[src/rtl/memory_loader.sv]
// Boot-time loader: packs a little-endian byte stream into 32-bit words, writes them
// to consecutive word addresses and optionally reads each one back to verify it.
module memory_loader #(
    parameter logic [31:0] BASE_ADDR = 32'd0,
    parameter bit          VERIFY    = 1'b1
) (
    input  logic        clk,
    input  logic        rst,
    input  logic        startLoad,
    input  logic [15:0] wordCount,
    input  logic [7:0]  byteData,
    input  logic        byteValid,
    output logic        byteReady,
    output logic [31:0] address,
    output logic [31:0] data,
    output logic [2:0]  writeMode,
    output logic [2:0]  readMode,
    output logic        unsignedLoad,
    input  logic [31:0] dataOutput,
    output logic        busy,
    output logic        cpuHold,
    output logic        done,
    output logic        verifyError,
    output logic [31:0] errorAddress
);

    // Encodings shared with the memory's read/write mode definitions.
    localparam logic [2:0] RW_NONE = 3'd0;
    localparam logic [2:0] RW_WORD = 3'd3;

    typedef enum logic [2:0] {
        IDLE    = 3'd0,
        COLLECT = 3'd1,
        WRITE   = 3'd2,
        RDBACK  = 3'd3,
        CHECK   = 3'd4,
        DONE    = 3'd5
    } state_t;

    state_t      state_r;
    logic [31:0] word_r;
    logic [1:0]  byte_idx_r;
    logic [15:0] word_idx_r;
    logic [15:0] count_r;
    logic [15:0] next_idx_s;
    logic        last_word_s;

    function automatic logic [31:0] word_addr(input logic [15:0] idx);
        return BASE_ADDR + {14'd0, idx, 2'b00};
    endfunction

    assign unsignedLoad = 1'b0;

    // Word-index advance shared by the WRITE and CHECK exits.
    always_comb begin
        next_idx_s  = word_idx_r + 16'd1;
        last_word_s = 1'b0;
        if (next_idx_s == count_r) begin
            last_word_s = 1'b1;
        end else begin
            last_word_s = 1'b0;
        end
    end

    // Loader FSM with all memory-side outputs registered alongside the state.
    always_ff @(posedge clk or negedge rst) begin
        if (!rst) begin
            state_r      <= IDLE;
            word_r       <= 32'd0;
            byte_idx_r   <= 2'd0;
            word_idx_r   <= 16'd0;
            count_r      <= 16'd0;
            byteReady    <= 1'b0;
            address      <= 32'd0;
            data         <= 32'd0;
            writeMode    <= RW_NONE;
            readMode     <= RW_NONE;
            busy         <= 1'b0;
            cpuHold      <= 1'b0;
            done         <= 1'b0;
            verifyError  <= 1'b0;
            errorAddress <= 32'd0;
        end else begin
            case (state_r)
                IDLE, DONE: begin
                    if (startLoad) begin
                        word_idx_r   <= 16'd0;
                        byte_idx_r   <= 2'd0;
                        verifyError  <= 1'b0;
                        errorAddress <= 32'd0;
                        count_r      <= wordCount;
                        if (wordCount == 16'd0) begin
                            state_r <= DONE;
                            done    <= 1'b1;
                        end else begin
                            state_r   <= COLLECT;
                            done      <= 1'b0;
                            byteReady <= 1'b1;
                            busy      <= 1'b1;
                            cpuHold   <= 1'b1;
                        end
                    end
                end
                COLLECT: begin
                    if (byteValid) begin
                        word_r[{byte_idx_r, 3'b000} +: 8] <= byteData;
                        byte_idx_r <= byte_idx_r + 2'd1;
                        // The 4th byte goes straight onto the data bus together with the first three.
                        if (byte_idx_r == 2'd3) begin
                            state_r   <= WRITE;
                            byteReady <= 1'b0;
                            address   <= word_addr(word_idx_r);
                            data      <= {byteData, word_r[23:0]};
                            writeMode <= RW_WORD;
                        end
                    end
                end
                WRITE: begin
                    writeMode <= RW_NONE;
                    if (VERIFY) begin
                        state_r  <= RDBACK;
                        readMode <= RW_WORD;
                    end else begin
                        word_idx_r <= next_idx_s;
                        address    <= 32'd0;
                        data       <= 32'd0;
                        if (last_word_s) begin
                            state_r <= DONE;
                            busy    <= 1'b0;
                            cpuHold <= 1'b0;
                            done    <= 1'b1;
                        end else begin
                            state_r   <= COLLECT;
                            byteReady <= 1'b1;
                        end
                    end
                end
                RDBACK: begin
                    state_r <= CHECK;
                end
                CHECK: begin
                    // Only the first mismatch of a load records its address.
                    if ((dataOutput != word_r) && !verifyError) begin
                        verifyError  <= 1'b1;
                        errorAddress <= address;
                    end
                    readMode   <= RW_NONE;
                    word_idx_r <= next_idx_s;
                    address    <= 32'd0;
                    data       <= 32'd0;
                    if (last_word_s) begin
                        state_r <= DONE;
                        busy    <= 1'b0;
                        cpuHold <= 1'b0;
                        done    <= 1'b1;
                    end else begin
                        state_r   <= COLLECT;
                        byteReady <= 1'b1;
                    end
                end
                default: begin
                    state_r   <= IDLE;
                    byteReady <= 1'b0;
                    writeMode <= RW_NONE;
                    readMode  <= RW_NONE;
                    busy      <= 1'b0;
                    cpuHold   <= 1'b0;
                end
            endcase
        end
    end

endmodule

[config.mk]
export PLATFORM = sky130hd
export DESIGN_NAME = memory_loader
export DESIGN_NICKNAME = d
export VERILOG_FILES = /design/src/rtl/memory_loader.sv
export SDC_FILE = /design/constraint.sdc
export NUM_CORES = 1
export LEC_CHECK = 0
export ABC_AREA = 1
export ABC_CLOCK_PERIOD_IN_PS = 3900
export BUFFER_PORTS_ARGS = -buffer_cell sky130_fd_sc_hd__buf_2
export CAP_MARGIN = 20
export CORE_UTILIZATION = 37
export CTS_CLUSTER_SIZE = 12
export DETAILED_ROUTE_END_ITERATION = 7
export PLACE_DENSITY = 0.54
export SLEW_MARGIN = 20
export SYNTH_ARGS = -nofsm -noshare
export SYNTH_HDL_FRONTEND = slang
export SYNTH_SLANG_ARGS = --single-unit
[constraint.sdc]
create_clock -name clk -period 3.9 [get_ports clk]
set_input_delay 0.39 -clock clk [delete_from_list [all_inputs] [get_ports clk]]
set_output_delay 0.39 -clock clk [all_outputs]
set_load 0.005 [all_outputs]
==> impl_summary.txt <==
----------------------------------------------------
[Clock network]
  Total CTS buffers ... 17
  CTS H-tree depth ... 4
  Clock edge transition at the registers on the reported setup and hold paths ... 0.06 ns
  Clk buf depth ... 2
  CTS Root Cell ... sky130_fd_sc_hd__clkbuf_16
  Clock tree from TritonCTS ... yes
  Latest clock arrival within the worst-skew pair ... 0.42 ns
  Sink count of the clock tree ... 139
  Gates resized, CTS repair ... 0
  Hold buffers post-CTS ... 0
  Post-CTS setup buffer count ... 0

[Outcome]
  Run status ... finished, final reports clean

[Floorplanning]
  Floorplan die area ... 0.0204 mm^2
  Overall die width ... approximately 140 um
  Area of the core region ... 0.0195 mm^2
  Row count ... 51
  Effective utilization at floorplan ... 37.7%
  Vertical die dimension ... between 100 and 150 um
  Count of pins on the block boundary ... between 150 and 200

[Timing]
  Worst slew margin relative to its limit ... 31.2%
  Final number of max-transition violations ... 0
  Sum of negative setup slack ... 0 ns
  Slew at the pin closest to its max-slew limit ... approximately 1.0 ns
  Worst slack on hold paths ... between 0.06 and 0.07 ns
  Period utilization ... 66.1%
  Max Clock Freq ... 0.388 GHz
  Fin crit period ... 2.58 ns
  RSZ-0062 raised after global routing ... false
  Final hold violation count ... 0
  Worst Clk Skew ... ~0.0088 ns
  Number of endpoints failing setup at the final stage ... 0
  Worst path setup slack after routing ... 1.32 ns

[Worst setup path]
  Standard cell with the maximum stage delay on the critical path ... sky130_fd_sc_hd__nor2_1
  Worst reg2reg endpoint ... word_r[25]$_DFFE_PN0P_
  CP Capture Point ... word_r[25]$_DFFE_PN0P_
  Critical path fanouts, max ... 33
  Path depth of the worst reg2reg path ... 7
  Worst endpoint data arrival time ... roughly 2.9 ns
  Start point of the critical path ... state_r[2]$_DFFE_PN0P_
  Cells along the critical path ... nor2_4 -> inv_1 -> nor2_4 -> nand2_1 -> nor2_1 -> nand4_1 -> nand2_1
  WS Path Type ... reg2reg
  Slowest Stage Delay on Critical Path ... 0.71 ns
  Startpoint of the lowest-slack register-to-register path ... state_r[2]$_DFFE_PN0P_
  Family of cells with the greatest summed delay on the critical path ... simple AND/OR/NAND/NOR gates
  Critical path endpoint category ... flop
  Stages on the worst setup path ... 7
  Kind of start point of the critical path ... flop
  Reg2reg setup slack ... between 1 and 1.5 ns
  CP required ... 4.25 ns
  Worst path buffer plus inverter count ... 1

[Yosys]
  Yosys warnings ... 0
  Post-synthesis compound-gate area fraction ... 10.2%
  Average cell area after synthesis ... 7.96 um^2
  Count of state elements after synthesis ... 139
  Fraction of synthesized area in multiplexers ... 0%
  Adder and majority gate portion of the synthesized area ... 1.19%
  Area of the mapped netlist ... 0.00734 mm^2
  Parity-gate share of the synthesized area counting xor and xnor cells ... 3.70%
  Number of distinct library cells after synthesis ... 31
  Share of synthesized area occupied by flip-flops and latches ... 47.4%
  Dominant combinational cell family by area after synthesis ... simple AND/OR/NAND/NOR gates
  Area share of and/or/nand/nor cells after synthesis ... 25.1%
  Cell count after synthesis ... 923

[Finish]
  Net count of the finished layout ... 1,111
  Core utilization of the finished layout ... 44.9%
  Post-route design area ... 0.00874 mm^2
  Fraction of layout cells with a size suffix above 1 ... 18.3%
  Diode insertion count for antenna repair ... 0
  Area added between synthesis and finish ... 19.0%

[Detailed routing]
  Violation count after the first detailed-route iteration ... 356
  # DRC ... 0
  Post-route ant nets ... 0
  Avg Vias per Cell ... between 4 and 5
  First-pass detailed-route iteration total ... 4
  Routed Wire Length ... 18.6 mm
  Routed wire per std cell ... 14.0 um
  Via count ... 6,224

[Power]
  PD cells ... ~670 mW/mm^2
  Reported leakage power ... 4.47 nW
  Max IR drop VDD ... ~0.33 mV

[Place]
  Number of I/O port buffers ... 132
  Post-detailed-placement cell area ... 0.00807 mm^2
  Place WS ... 1.35 ns
  Final HPWL DP ... 13.0 mm
  Final weighted congestion of routability-driven global placement ... 0.821

[Global route]
  Overall routing resource usage ... 19.2%
  Gr ovfl total ... 0
  Maximum number of pins on one net before global-route repair ... 109
  Global-route wire length before repair ... 30.2 mm
  Number of global-route vias before repair ... 5,634
  Antenna violations before repair ... 0

[Job]
  Max-cap violations ... 0

[Hold path]
  Hold WC Path Type ... in2async

----------------------------------------------------
synthesized netlist by cell type, drive strengths merged:
master / count / area, um^2
nand3: 111 / 561
nand4: 31 / 194
conb: 1 / 3.75
clkinv: 1 / 3.75
o22ai: 16 / 100
or2: 1 / 6.26
nor3: 9 / 45.0
clkbuf: 21 / 78.8
o21a: 1 / 7.51
o21ai: 121 / 606
inv: 124 / 465
ha: 7 / 87.6
nand2: 202 / 773
buf: 48 / 362
nand3b: 2 / 15.0
xnor2: 12 / 105
xor2: 19 / 166
nor2: 50 / 243
a22oi: 1 / 12.5
dfrtp: 139 / 3480
and2: 1 / 6.26
a21oi: 5 / 25.0
placed cells by master (no fill, tap or decap):
cell type,synthesis,final
sky130_fd_sc_hd__nor3_1,9,9
sky130_fd_sc_hd__dfrtp_1,139,139
sky130_fd_sc_hd__nor2_1,36,36
sky130_fd_sc_hd__and2_0,1,1
sky130_fd_sc_hd__nand4_1,31,31
sky130_fd_sc_hd__o21ai_1,12,12
sky130_fd_sc_hd__o21ai_0,109,109
sky130_fd_sc_hd__ha_1,7,7
sky130_fd_sc_hd__inv_1,123,122
sky130_fd_sc_hd__nor2_2,10,10
sky130_fd_sc_hd__a22oi_2,1,1
sky130_fd_sc_hd__buf_2,4,131
sky130_fd_sc_hd__inv_6,0,1
sky130_fd_sc_hd__or2_2,1,1
sky130_fd_sc_hd__clkbuf_16,0,17
sky130_fd_sc_hd__xnor2_1,12,12
sky130_fd_sc_hd__xor2_1,19,19
sky130_fd_sc_hd__o22ai_1,16,16
sky130_fd_sc_hd__clkbuf_1,21,1
sky130_fd_sc_hd__nor2_4,4,4
sky130_fd_sc_hd__nand2_1,196,196
sky130_fd_sc_hd__buf_4,39,5
sky130_fd_sc_hd__nand3_2,1,1
sky130_fd_sc_hd__a21oi_1,5,5
sky130_fd_sc_hd__inv_2,1,2
sky130_fd_sc_hd__nand3_1,110,110
sky130_fd_sc_hd__nand3b_1,2,2
sky130_fd_sc_hd__clkinv_2,0,2
sky130_fd_sc_hd__clkinv_4,0,5
sky130_fd_sc_hd__clkbuf_8,0,1
sky130_fd_sc_hd__o21a_1,1,1
sky130_fd_sc_hd__clkinv_1,1,1
sky130_fd_sc_hd__bufinv_16,0,6
sky130_fd_sc_hd__nand2_2,6,6
sky130_fd_sc_hd__conb_1,1,35
flip-flops by register name, summed over array words and instances, names as in the netlist, 2 cells and up:
name / flops
state_r: 3
count_r: 16
word_r: 32
address: 16
word_idx_r: 16
errorAddress: 16
byte_idx_r: 2
data: 32
cells by family (layout without fill, tap and decap cells):
family / after synthesis / in the layout
other cells: 1 / 35
xor+xnor: 31 / 31
flops: 139 / 139
simple gates: 407 / 407
fa+ha+maj: 7 / 7
compound gates: 144 / 144
buf+inv: 194 / 294
how the worst min path moves through the flow:
stage                                  end  slack (ns)  cells past startpoint
3_3_place_gp   errorAddress[9]$_DFFE_PN0P_        0.47                      2
5_1_grt        errorAddress[5]$_DFFE_PN0P_        0.15                      1
3_5_place_dp              done$_DFFE_PN0P_        0.46                      2
6_report       errorAddress[5]$_DFFE_PN0P_        0.07                      1
2_1_floorplan      address[10]$_DFFE_PN0P_        0.09                      0
4_1_cts        errorAddress[4]$_DFFE_PN0P_        0.16                      1
routing by layer:
metal | global-route usage (%) | vias to the layer above | routed length (um)
li1 | - | 3178 | -
met1 | 28.6 | 2869 | 9610
met2 | 28.0 | 165 | 8010
met3 | 3.52 | 12 | 761
met4 | 5.83 | 0 | 176
met5 | 0 | - | 0
final cells by class:
cell class,count,area (um^2)
multi-input cells,624,3080
flip-flops and latches,139,3480
fillers,1958,10700
clock inverters,14,243
repair buffers,137,707
clock buffers,18,429
well taps,265,332
inverters,125,469
through the flow:
| step | std cells | total power, mW |
|---|---|---|
| CTS | 1322 | 5.91 |
| floorplan | 957 | 3.41 |
| global placement | 1290 | 4.02 |
| detailed placement | 1290 | 4.03 |
| finish | 1322 | 5.86 |
| global route | 1322 | 6.30 |
worst register-to-register path: cells and delay by family (launching register included):
family,cells,cell delay [ns]
buffers and inverters,1,0.11
flip-flops,1,0.43
AND/OR/NAND/NOR,6,1.97
power by group:
group          leakage, nW  internal (mW)  switching, mW
clock                0.328           1.20          0.661
sequential            1.86           1.86          0.378
combinational         2.28          0.629           1.13
(Power assumes the default switching activity.)
